`config.mk`:
```
export PLATFORM = sky130hd
export DESIGN_NAME = multicycle_control
export DESIGN_NICKNAME = d
export VERILOG_FILES = /design/src/rtl/mips_ctrl_pkg.sv /design/src/rtl/mc_ctrl_decode.sv /design/src/rtl/multicycle_control.sv
export SDC_FILE = /design/constraint.sdc
export NUM_CORES = 1
export LEC_CHECK = 0
export BUFFER_PORTS_ARGS = -buffer_cell sky130_fd_sc_hd__buf_2
export CAP_MARGIN = 20
export CORE_ASPECT_RATIO = 0.5
export CORE_MARGIN = 2
export CORE_UTILIZATION = 45
export DETAILED_ROUTE_END_ITERATION = 7
export HOLD_SLACK_MARGIN = 0.03
export MAX_ROUTING_LAYER = met4
export PLACE_DENSITY = 0.7
export SETUP_SLACK_MARGIN = 0.2
export SYNTH_ARGS = -nofsm -noshare
export SYNTH_HDL_FRONTEND = slang
export SYNTH_SLANG_ARGS = --single-unit
```
`constraint.sdc`:
```
create_clock -name clock -period 4.85 [get_ports clock]
set_input_delay 0.7275 -clock clock [delete_from_list [all_inputs] [get_ports clock]]
set_output_delay 0.7275 -clock clock [all_outputs]
set_load 0.01 [all_outputs]
```
`src/rtl/mips_ctrl_pkg.sv`:
```
`default_nettype none
// ============================================================================
// Module      : mips_ctrl_pkg
// Description : Shared state encoding, opcodes, datapath select encodings and
//               the control-word structure for the multi-cycle MIPS control.
// Revision    : 1.0 - initial release
// ============================================================================
package mips_ctrl_pkg;

  // Controller states; 12..14 are deliberately unused and trap to HALT
  typedef enum logic [3:0] {
    ST_FETCH  = 4'd0,
    ST_DECODE = 4'd1,
    ST_MEMADR = 4'd2,
    ST_MEMRD  = 4'd3,
    ST_MEMWB  = 4'd4,
    ST_MEMWR  = 4'd5,
    ST_EXEC   = 4'd6,
    ST_ALUWB  = 4'd7,
    ST_BRANCH = 4'd8,
    ST_JUMP   = 4'd9,
    ST_ADDIEX = 4'd10,
    ST_ADDIWB = 4'd11,
    ST_HALT   = 4'd15
  } state_e;

  // Instruction opcodes (IR[31:26])
  localparam logic [5:0] OP_RTYPE = 6'b000000;
  localparam logic [5:0] OP_LW    = 6'b100011;
  localparam logic [5:0] OP_SW    = 6'b101011;
  localparam logic [5:0] OP_BEQ   = 6'b000100;
  localparam logic [5:0] OP_J     = 6'b000010;
  localparam logic [5:0] OP_ADDI  = 6'b001000;

  // ALU operation select
  localparam logic [1:0] ALUOP_ADD   = 2'b00;
  localparam logic [1:0] ALUOP_SUB   = 2'b01;
  localparam logic [1:0] ALUOP_FUNCT = 2'b10;

  // ALU B operand select
  localparam logic [1:0] ALUSRCB_RT     = 2'b00;
  localparam logic [1:0] ALUSRCB_FOUR   = 2'b01;
  localparam logic [1:0] ALUSRCB_IMM    = 2'b10;
  localparam logic [1:0] ALUSRCB_IMM_SH = 2'b11;

  // Next-PC source select
  localparam logic [1:0] PCSRC_ALU    = 2'b00;
  localparam logic [1:0] PCSRC_ALUOUT = 2'b01;
  localparam logic [1:0] PCSRC_JUMP   = 2'b10;

  // Complete control word driven into the datapath
  typedef struct packed {
    logic       pc_en;
    logic       iord;
    logic       memread;
    logic       memwrite;
    logic       irwrite;
    logic       memtoreg;
    logic       regdst;
    logic       regwrite;
    logic       alusrca;
    logic [1:0] alusrcb;
    logic [1:0] aluop;
    logic [1:0] pcsource;
  } ctrl_t;

endpackage : mips_ctrl_pkg
`default_nettype wire

```
`src/rtl/mc_ctrl_decode.sv`:
```
`default_nettype none
// ============================================================================
// Module      : mc_ctrl_decode
// Description : Combinational state -> control-word decode. Moore outputs
//               except irwrite/pc_en, which follow mem_ready / zero.
// Revision    : 1.0 - initial release
// ============================================================================
module mc_ctrl_decode
  import mips_ctrl_pkg::*;
(
  input  state_e state,
  input  logic   mem_ready,
  input  logic   zero,
  output ctrl_t  ctrl
);

  // Per-state control word; everything defaults to 0 (HALT and unused codes)
  always_comb begin
    ctrl = '0;
    case (state)
      ST_FETCH: begin
        ctrl.memread  = 1'b1;
        ctrl.alusrcb  = ALUSRCB_FOUR;
        ctrl.aluop    = ALUOP_ADD;
        ctrl.pcsource = PCSRC_ALU;
        ctrl.irwrite  = mem_ready;
        ctrl.pc_en    = mem_ready;
      end
      ST_DECODE: begin
        ctrl.alusrcb = ALUSRCB_IMM_SH;
        ctrl.aluop   = ALUOP_ADD;
      end
      ST_MEMADR, ST_ADDIEX: begin
        ctrl.alusrca = 1'b1;
        ctrl.alusrcb = ALUSRCB_IMM;
        ctrl.aluop   = ALUOP_ADD;
      end
      ST_MEMRD: begin
        ctrl.memread = 1'b1;
        ctrl.iord    = 1'b1;
      end
      ST_MEMWB: begin
        ctrl.regwrite = 1'b1;
        ctrl.memtoreg = 1'b1;
      end
      ST_MEMWR: begin
        ctrl.memwrite = 1'b1;
        ctrl.iord     = 1'b1;
      end
      ST_EXEC: begin
        ctrl.alusrca = 1'b1;
        ctrl.alusrcb = ALUSRCB_RT;
        ctrl.aluop   = ALUOP_FUNCT;
      end
      ST_ALUWB: begin
        ctrl.regwrite = 1'b1;
        ctrl.regdst   = 1'b1;
      end
      ST_BRANCH: begin
        ctrl.alusrca  = 1'b1;
        ctrl.aluop    = ALUOP_SUB;
        ctrl.pcsource = PCSRC_ALUOUT;
        ctrl.pc_en    = zero;
      end
      ST_JUMP: begin
        ctrl.pcsource = PCSRC_JUMP;
        ctrl.pc_en    = 1'b1;
      end
      ST_ADDIWB: begin
        ctrl.regwrite = 1'b1;
      end
      default: ;
    endcase
  end

endmodule : mc_ctrl_decode
`default_nettype wire

```
`src/rtl/multicycle_control.sv`:
```
`default_nettype none
// ============================================================================
// Module      : multicycle_control
// Description : Main sequencing FSM for a multi-cycle MIPS datapath with a
//               shared instruction/data memory; tracks cycles and retirement.
// Revision    : 1.0 - initial release
// ============================================================================
module multicycle_control
  import mips_ctrl_pkg::*;
#(
  parameter int CNT_W       = 32,
  parameter bit ENABLE_ADDI = 1'b1
) (
  input  logic             clock,
  input  logic             reset,
  input  logic [5:0]       opcode,
  input  logic             zero,
  input  logic             mem_ready,
  output logic             pc_en,
  output logic             iord,
  output logic             memread,
  output logic             memwrite,
  output logic             irwrite,
  output logic             memtoreg,
  output logic             regdst,
  output logic             regwrite,
  output logic             alusrca,
  output logic [1:0]       alusrcb,
  output logic [1:0]       aluop,
  output logic [1:0]       pcsource,
  output logic [3:0]       state,
  output logic             illegal,
  output logic [CNT_W-1:0] cycle,
  output logic [CNT_W-1:0] instret
);

  state_e           state_q, state_d;
  logic             illegal_q, illegal_d;
  logic [CNT_W-1:0] cycle_q, cycle_d;
  logic [CNT_W-1:0] instret_q, instret_d;
  logic             retire;
  ctrl_t            dec_ctrl;
  ctrl_t            ctrl;

  mc_ctrl_decode u_decode (
    .state     (state_q),
    .mem_ready (mem_ready),
    .zero      (zero),
    .ctrl      (dec_ctrl)
  );

  // Reset forces every strobe low so an interrupted access is abandoned at once
  always_comb begin
    ctrl = dec_ctrl;
    if (reset) ctrl = '0;
  end

  assign pc_en    = ctrl.pc_en;
  assign iord     = ctrl.iord;
  assign memread  = ctrl.memread;
  assign memwrite = ctrl.memwrite;
  assign irwrite  = ctrl.irwrite;
  assign memtoreg = ctrl.memtoreg;
  assign regdst   = ctrl.regdst;
  assign regwrite = ctrl.regwrite;
  assign alusrca  = ctrl.alusrca;
  assign alusrcb  = ctrl.alusrcb;
  assign aluop    = ctrl.aluop;
  assign pcsource = ctrl.pcsource;
  assign state    = state_q;
  assign illegal  = illegal_q;
  assign cycle    = cycle_q;
  assign instret  = instret_q;

  // Next-state, sticky illegal flag and retirement detection
  always_comb begin
    state_d   = state_q;
    illegal_d = illegal_q;
    retire    = 1'b0;
    case (state_q)
      ST_FETCH:  if (mem_ready) state_d = ST_DECODE;
      ST_DECODE: begin
        case (opcode)
          OP_LW, OP_SW: state_d = ST_MEMADR;
          OP_RTYPE:     state_d = ST_EXEC;
          OP_BEQ:       state_d = ST_BRANCH;
          OP_J:         state_d = ST_JUMP;
          OP_ADDI: begin
            if (ENABLE_ADDI) begin
              state_d = ST_ADDIEX;
            end else begin
              state_d   = ST_HALT;
              illegal_d = 1'b1;
            end
          end
          default: begin
            state_d   = ST_HALT;
            illegal_d = 1'b1;
          end
        endcase
      end
      // Only sw goes to the write path; anything else completes as a load
      ST_MEMADR: state_d = (opcode == OP_SW) ? ST_MEMWR : ST_MEMRD;
      ST_MEMRD:  if (mem_ready) state_d = ST_MEMWB;
      ST_MEMWR: begin
        if (mem_ready) begin
          state_d = ST_FETCH;
          retire  = 1'b1;
        end
      end
      ST_EXEC:   state_d = ST_ALUWB;
      ST_ADDIEX: state_d = ST_ADDIWB;
      ST_MEMWB, ST_ALUWB, ST_ADDIWB, ST_BRANCH, ST_JUMP: begin
        state_d = ST_FETCH;
        retire  = 1'b1;
      end
      ST_HALT:   state_d = ST_HALT;
      default: begin
        state_d   = ST_HALT;
        illegal_d = 1'b1;
      end
    endcase
  end

  // Free-running counters; cycle freezes in HALT, both wrap silently
  always_comb begin
    cycle_d   = (state_q != ST_HALT) ? cycle_q + CNT_W'(1) : cycle_q;
    instret_d = retire ? instret_q + CNT_W'(1) : instret_q;
  end

  // State and counter registers with synchronous reset
  always_ff @(posedge clock) begin
    if (reset) begin
      state_q   <= ST_FETCH;
      illegal_q <= 1'b0;
      cycle_q   <= '0;
      instret_q <= '0;
    end else begin
      state_q   <= state_d;
      illegal_q <= illegal_d;
      cycle_q   <= cycle_d;
      instret_q <= instret_d;
    end
  end

endmodule : multicycle_control
`default_nettype wire

```
==> results_dict.tcl <==
set metrics [dict create \
    vias_per_cell 5.43 \
    yosysSeqAreaShare 0.384 \
    drv_slew 0 \
    worstReg2RegStart "state[0]" \
    async_flop_share 0 \
    cp.arrival_ns 3.01 \
    p_int_w 0.00123 \
    synth_top_family_by_area "simple AND/OR/NAND/NOR gates" \
    dp_hpwl_mm 6.02 \
    chipHeight_um 67.2 \
    start_util 0.477 \
    fmax_mhz 362 \
    synth_top_area_cell "dfxtp_1" \
    swShare 0.294 \
    crit_path_end_kind "flip-flop" \
    wl_met3_um 359 \
    core_area_um2 7540 \
    ios 94 \
    synthFlopType "dfxtp_1" \
    synth_area_per_cell_um2 7.98 \
    wl_mm 8.60 \
    slowest_stage "dfxtp_1" \
    cts_hold_buf 0 \
    syn_inst 451 \
    clkLatencyLatePin_ns 0.32 \
    p_leak_nw 1.74 \
    hold_viol_final 0 \
    ys_ff_latch 69 \
    drt-pass1-iter-count 4 \
    synth_area_um2 3600 \
    drt_iter0_drc 224 \
    fillers 701 \
    routed.top_layer "met4" \
    cts_setup_buffers 0 \
    crit_type "flip-flop to flip-flop" \
    synth_top_area_share 0.384 \
    synth_cell_types 44 \
    worst_pin_slew_ns 0.971 \
    powerDensity_nw_per_um2 391 \
    synth_area_leaders "dfxtp_1 38%, nor2_1 6.7%, xnor2_1 6.6%" \
    worst_clock_skew_ns 0.00556 \
    fin_crit_sh 0.569 \
    synthAdderAreaFrac 0.00695 \
    final_antenna_net_count 0 \
    maxCapViolations 0 \
    setup_viol 0 \
    grt_pass1_wl_mm 14.3 \
    numPortBuffers 93 \
    outcome "finished clean" \
    ff2ff_path_depth 5 \
    area_growth_syn_to_layout_pct 23.2 \
    drc 0 \
    routabilityCongestion 0.819 \
    dr_wl_met2_mm 3.99 \
    pwr-share-comb 0.195 \
    grt_pass1_vias 3049 \
    r2r_setup_slack_ns 2.09 \
    p_switching_w 0.000509 \
    wl_per_cell_um 13.4 \
    hp-class "flip-flop to flip-flop" \
    root_buffer "clkbuf_16" \
    numCtsBuffers 9 \
    vias 3491 \
    layout-drive-gt1-share 0.221 \
    synth-simple-area-share 0.355 \
    cts_tree "yes" \
    die_w_um 130 \
    pwr-share-clk 0.415 \
    synth_compound_area_frac 0.0876 \
    fp.dieArea_um2 8770 \
    grt_max_degree 52 \
    n_antenna_cell 0 \
    synth-edff-count 0 \
    startpoint_type "flip-flop" \
    worst-path-max-fanout 26 \
    finalPower_w 0.00173 \
    seq_power_share 0.390 \
    synthesis.nets 463 \
    yosys_warnings 0 \
    path_delay_family "simple AND/OR/NAND/NOR gates" \
    ctsHtreeMaxLevel 3 \
    grt_util_all_layers 0.211 \
    fin_tns_setup_ns 0 \
    reg2reg_to "instret[31]" \
    path_cells "nor2b_4, nor4_4, nand4_1, or4_1, a21oi_1" \
    grt.overflow.total 0 \
    rsz0062_at_grt "no" \
    synthXorXnorAreaFrac 0.124 \
    critPathBufInv 0 \
    path_clk_slew_ns 0.06 \
    holdPathStages 2 \
    vdd_drop_max_v 0.000236 \
    min_period_ns 2.76 \
    muxShareOfSynthArea 0.00313 \
    rows 22 \
    cts.sinks 69 \
    antenna_found_initial 0 \
    clockBufferDepth 2 \
    relSlewSlack 0.347 \
    slowest_delay_ns 0.83 \
    ctsResizeCount 0 \
    hp-start "instret[28]" \
    critical_path_required_ns 5.10 \
    nets 543 \
    hold_path_end "instret[28]" \
    routedLengthMet1_mm 4.19 \
]
per-stage QoR:
| step | worst slack [ns] | cell area, um2 | hold slack, ns | cells | utilization |
|---|---|---|---|---|---|
| 6_report | 2.09 | 4430 | 0.492 | 643 | 0.588 |
| 3_5_place_dp | 2.09 | 4100 | 0.488 | 628 | 0.543 |
| 4_1_cts | 2.07 | 4430 | 0.499 | 643 | 0.588 |
| 5_1_grt | 1.85 | 4430 | 0.531 | 643 | 0.588 |
| 2_1_floorplan | 2.53 | 3600 | 0.496 | 451 | - |
| 3_3_place_gp | 2.22 | 4100 | 0.470 | 628 | 0.543 |
cells in the mapped netlist (all sizes together) (5+ instances only):
cell and count:
dfxtp 69, nor4 15, nor3b 5, o21ai 19, nor3 22, or3 14
and2 5, xnor2 27, inv 9, nor2b 5, clkbuf 20, and4 8
buf 5, nand4 23, a21oi 23, and3 8, nand3 24, xor2 24
nand2 31, nor2 65
routing by layer:
layer,GRT usage,up-vias
met1,0.265,1642
met5,-,-
met4,0.0386,0
met3,0.0594,12
met2,0.348,75
li1,-,1762
power by group through the flow:
stage                     logic (W)  registers (W)  clock network, W
after CTS                  0.000338       0.000675          0.000731
after detailed placement   0.000336       0.000686                 0
final                      0.000338       0.000676          0.000721
after floorplan            0.000299       0.000639                 0
after global routing       0.000378       0.000686          0.000760
after global placement     0.000338       0.000685                 0
kinds of logic (layout without fill, tap and decap cells):
logic type	Yosys count	in the layout
XOR/XNOR	51	51
multiplexers	1	1
AND/OR/NAND/NOR	238	238
AO/OA/AOI/OAI	56	56
flip-flops	69	69
buffers and inverters	34	118
adder cells (fa/ha/maj)	2	2
cell type report:
class / instances / area (um2) / share of cell area
Clock buffer: 12 / 267 / 0.0601
Clock inverter: 3 / 67.6 / 0.0152
Inverter: 9 / 33.8 / 0.00762
Multi-Input combinational cell: 348 / 2070 / 0.468
Sequential cell: 69 / 1380 / 0.312
Tap cell: 108 / 135 / 0.0305
Timing Repair Buffer: 94 / 473 / 0.107
tightest hold or removal path: cells and delay by family, from the launching register on:
| family | cells | cell delay [ns] |
|---|---|---|
| flops | 1 | 0.32 |
| compound gates | 2 | 0.13 |
worst max path at each step:
| stage | startpoint | to | slack [ns] | cells past startpoint |
|---|---|---|---|---|
| floorplan | reset | irwrite | 2.53 | 3 |
| global placement | state[0] | instret[31] | 2.22 | 5 |
| detailed placement | state[0] | instret[31] | 2.09 | 5 |
| CTS | state[0] | instret[31] | 2.07 | 5 |
| global route | state[0] | instret[31] | 1.85 | 5 |
| finish | state[0] | instret[31] | 2.09 | 5 |
sequential cells by signal, summed over array words and instances, names as in the netlist:
register  count
cycle        32
instret      32
state         4
illegal       1
cells in the final DEF (no fill, tap or decap), drive strengths merged, types with 9 or more instances in the layout:
cell / instances
dfxtp: 69
nand2: 31
clkbuf: 12
nor3: 22
nand3: 24
xnor2: 27
nor4: 15
inv: 9
nand4: 23
buf: 94
xor2: 24
a21oi: 23
nor2: 65
o21ai: 19
or3: 14
Power figures use the tool's default switching activity.
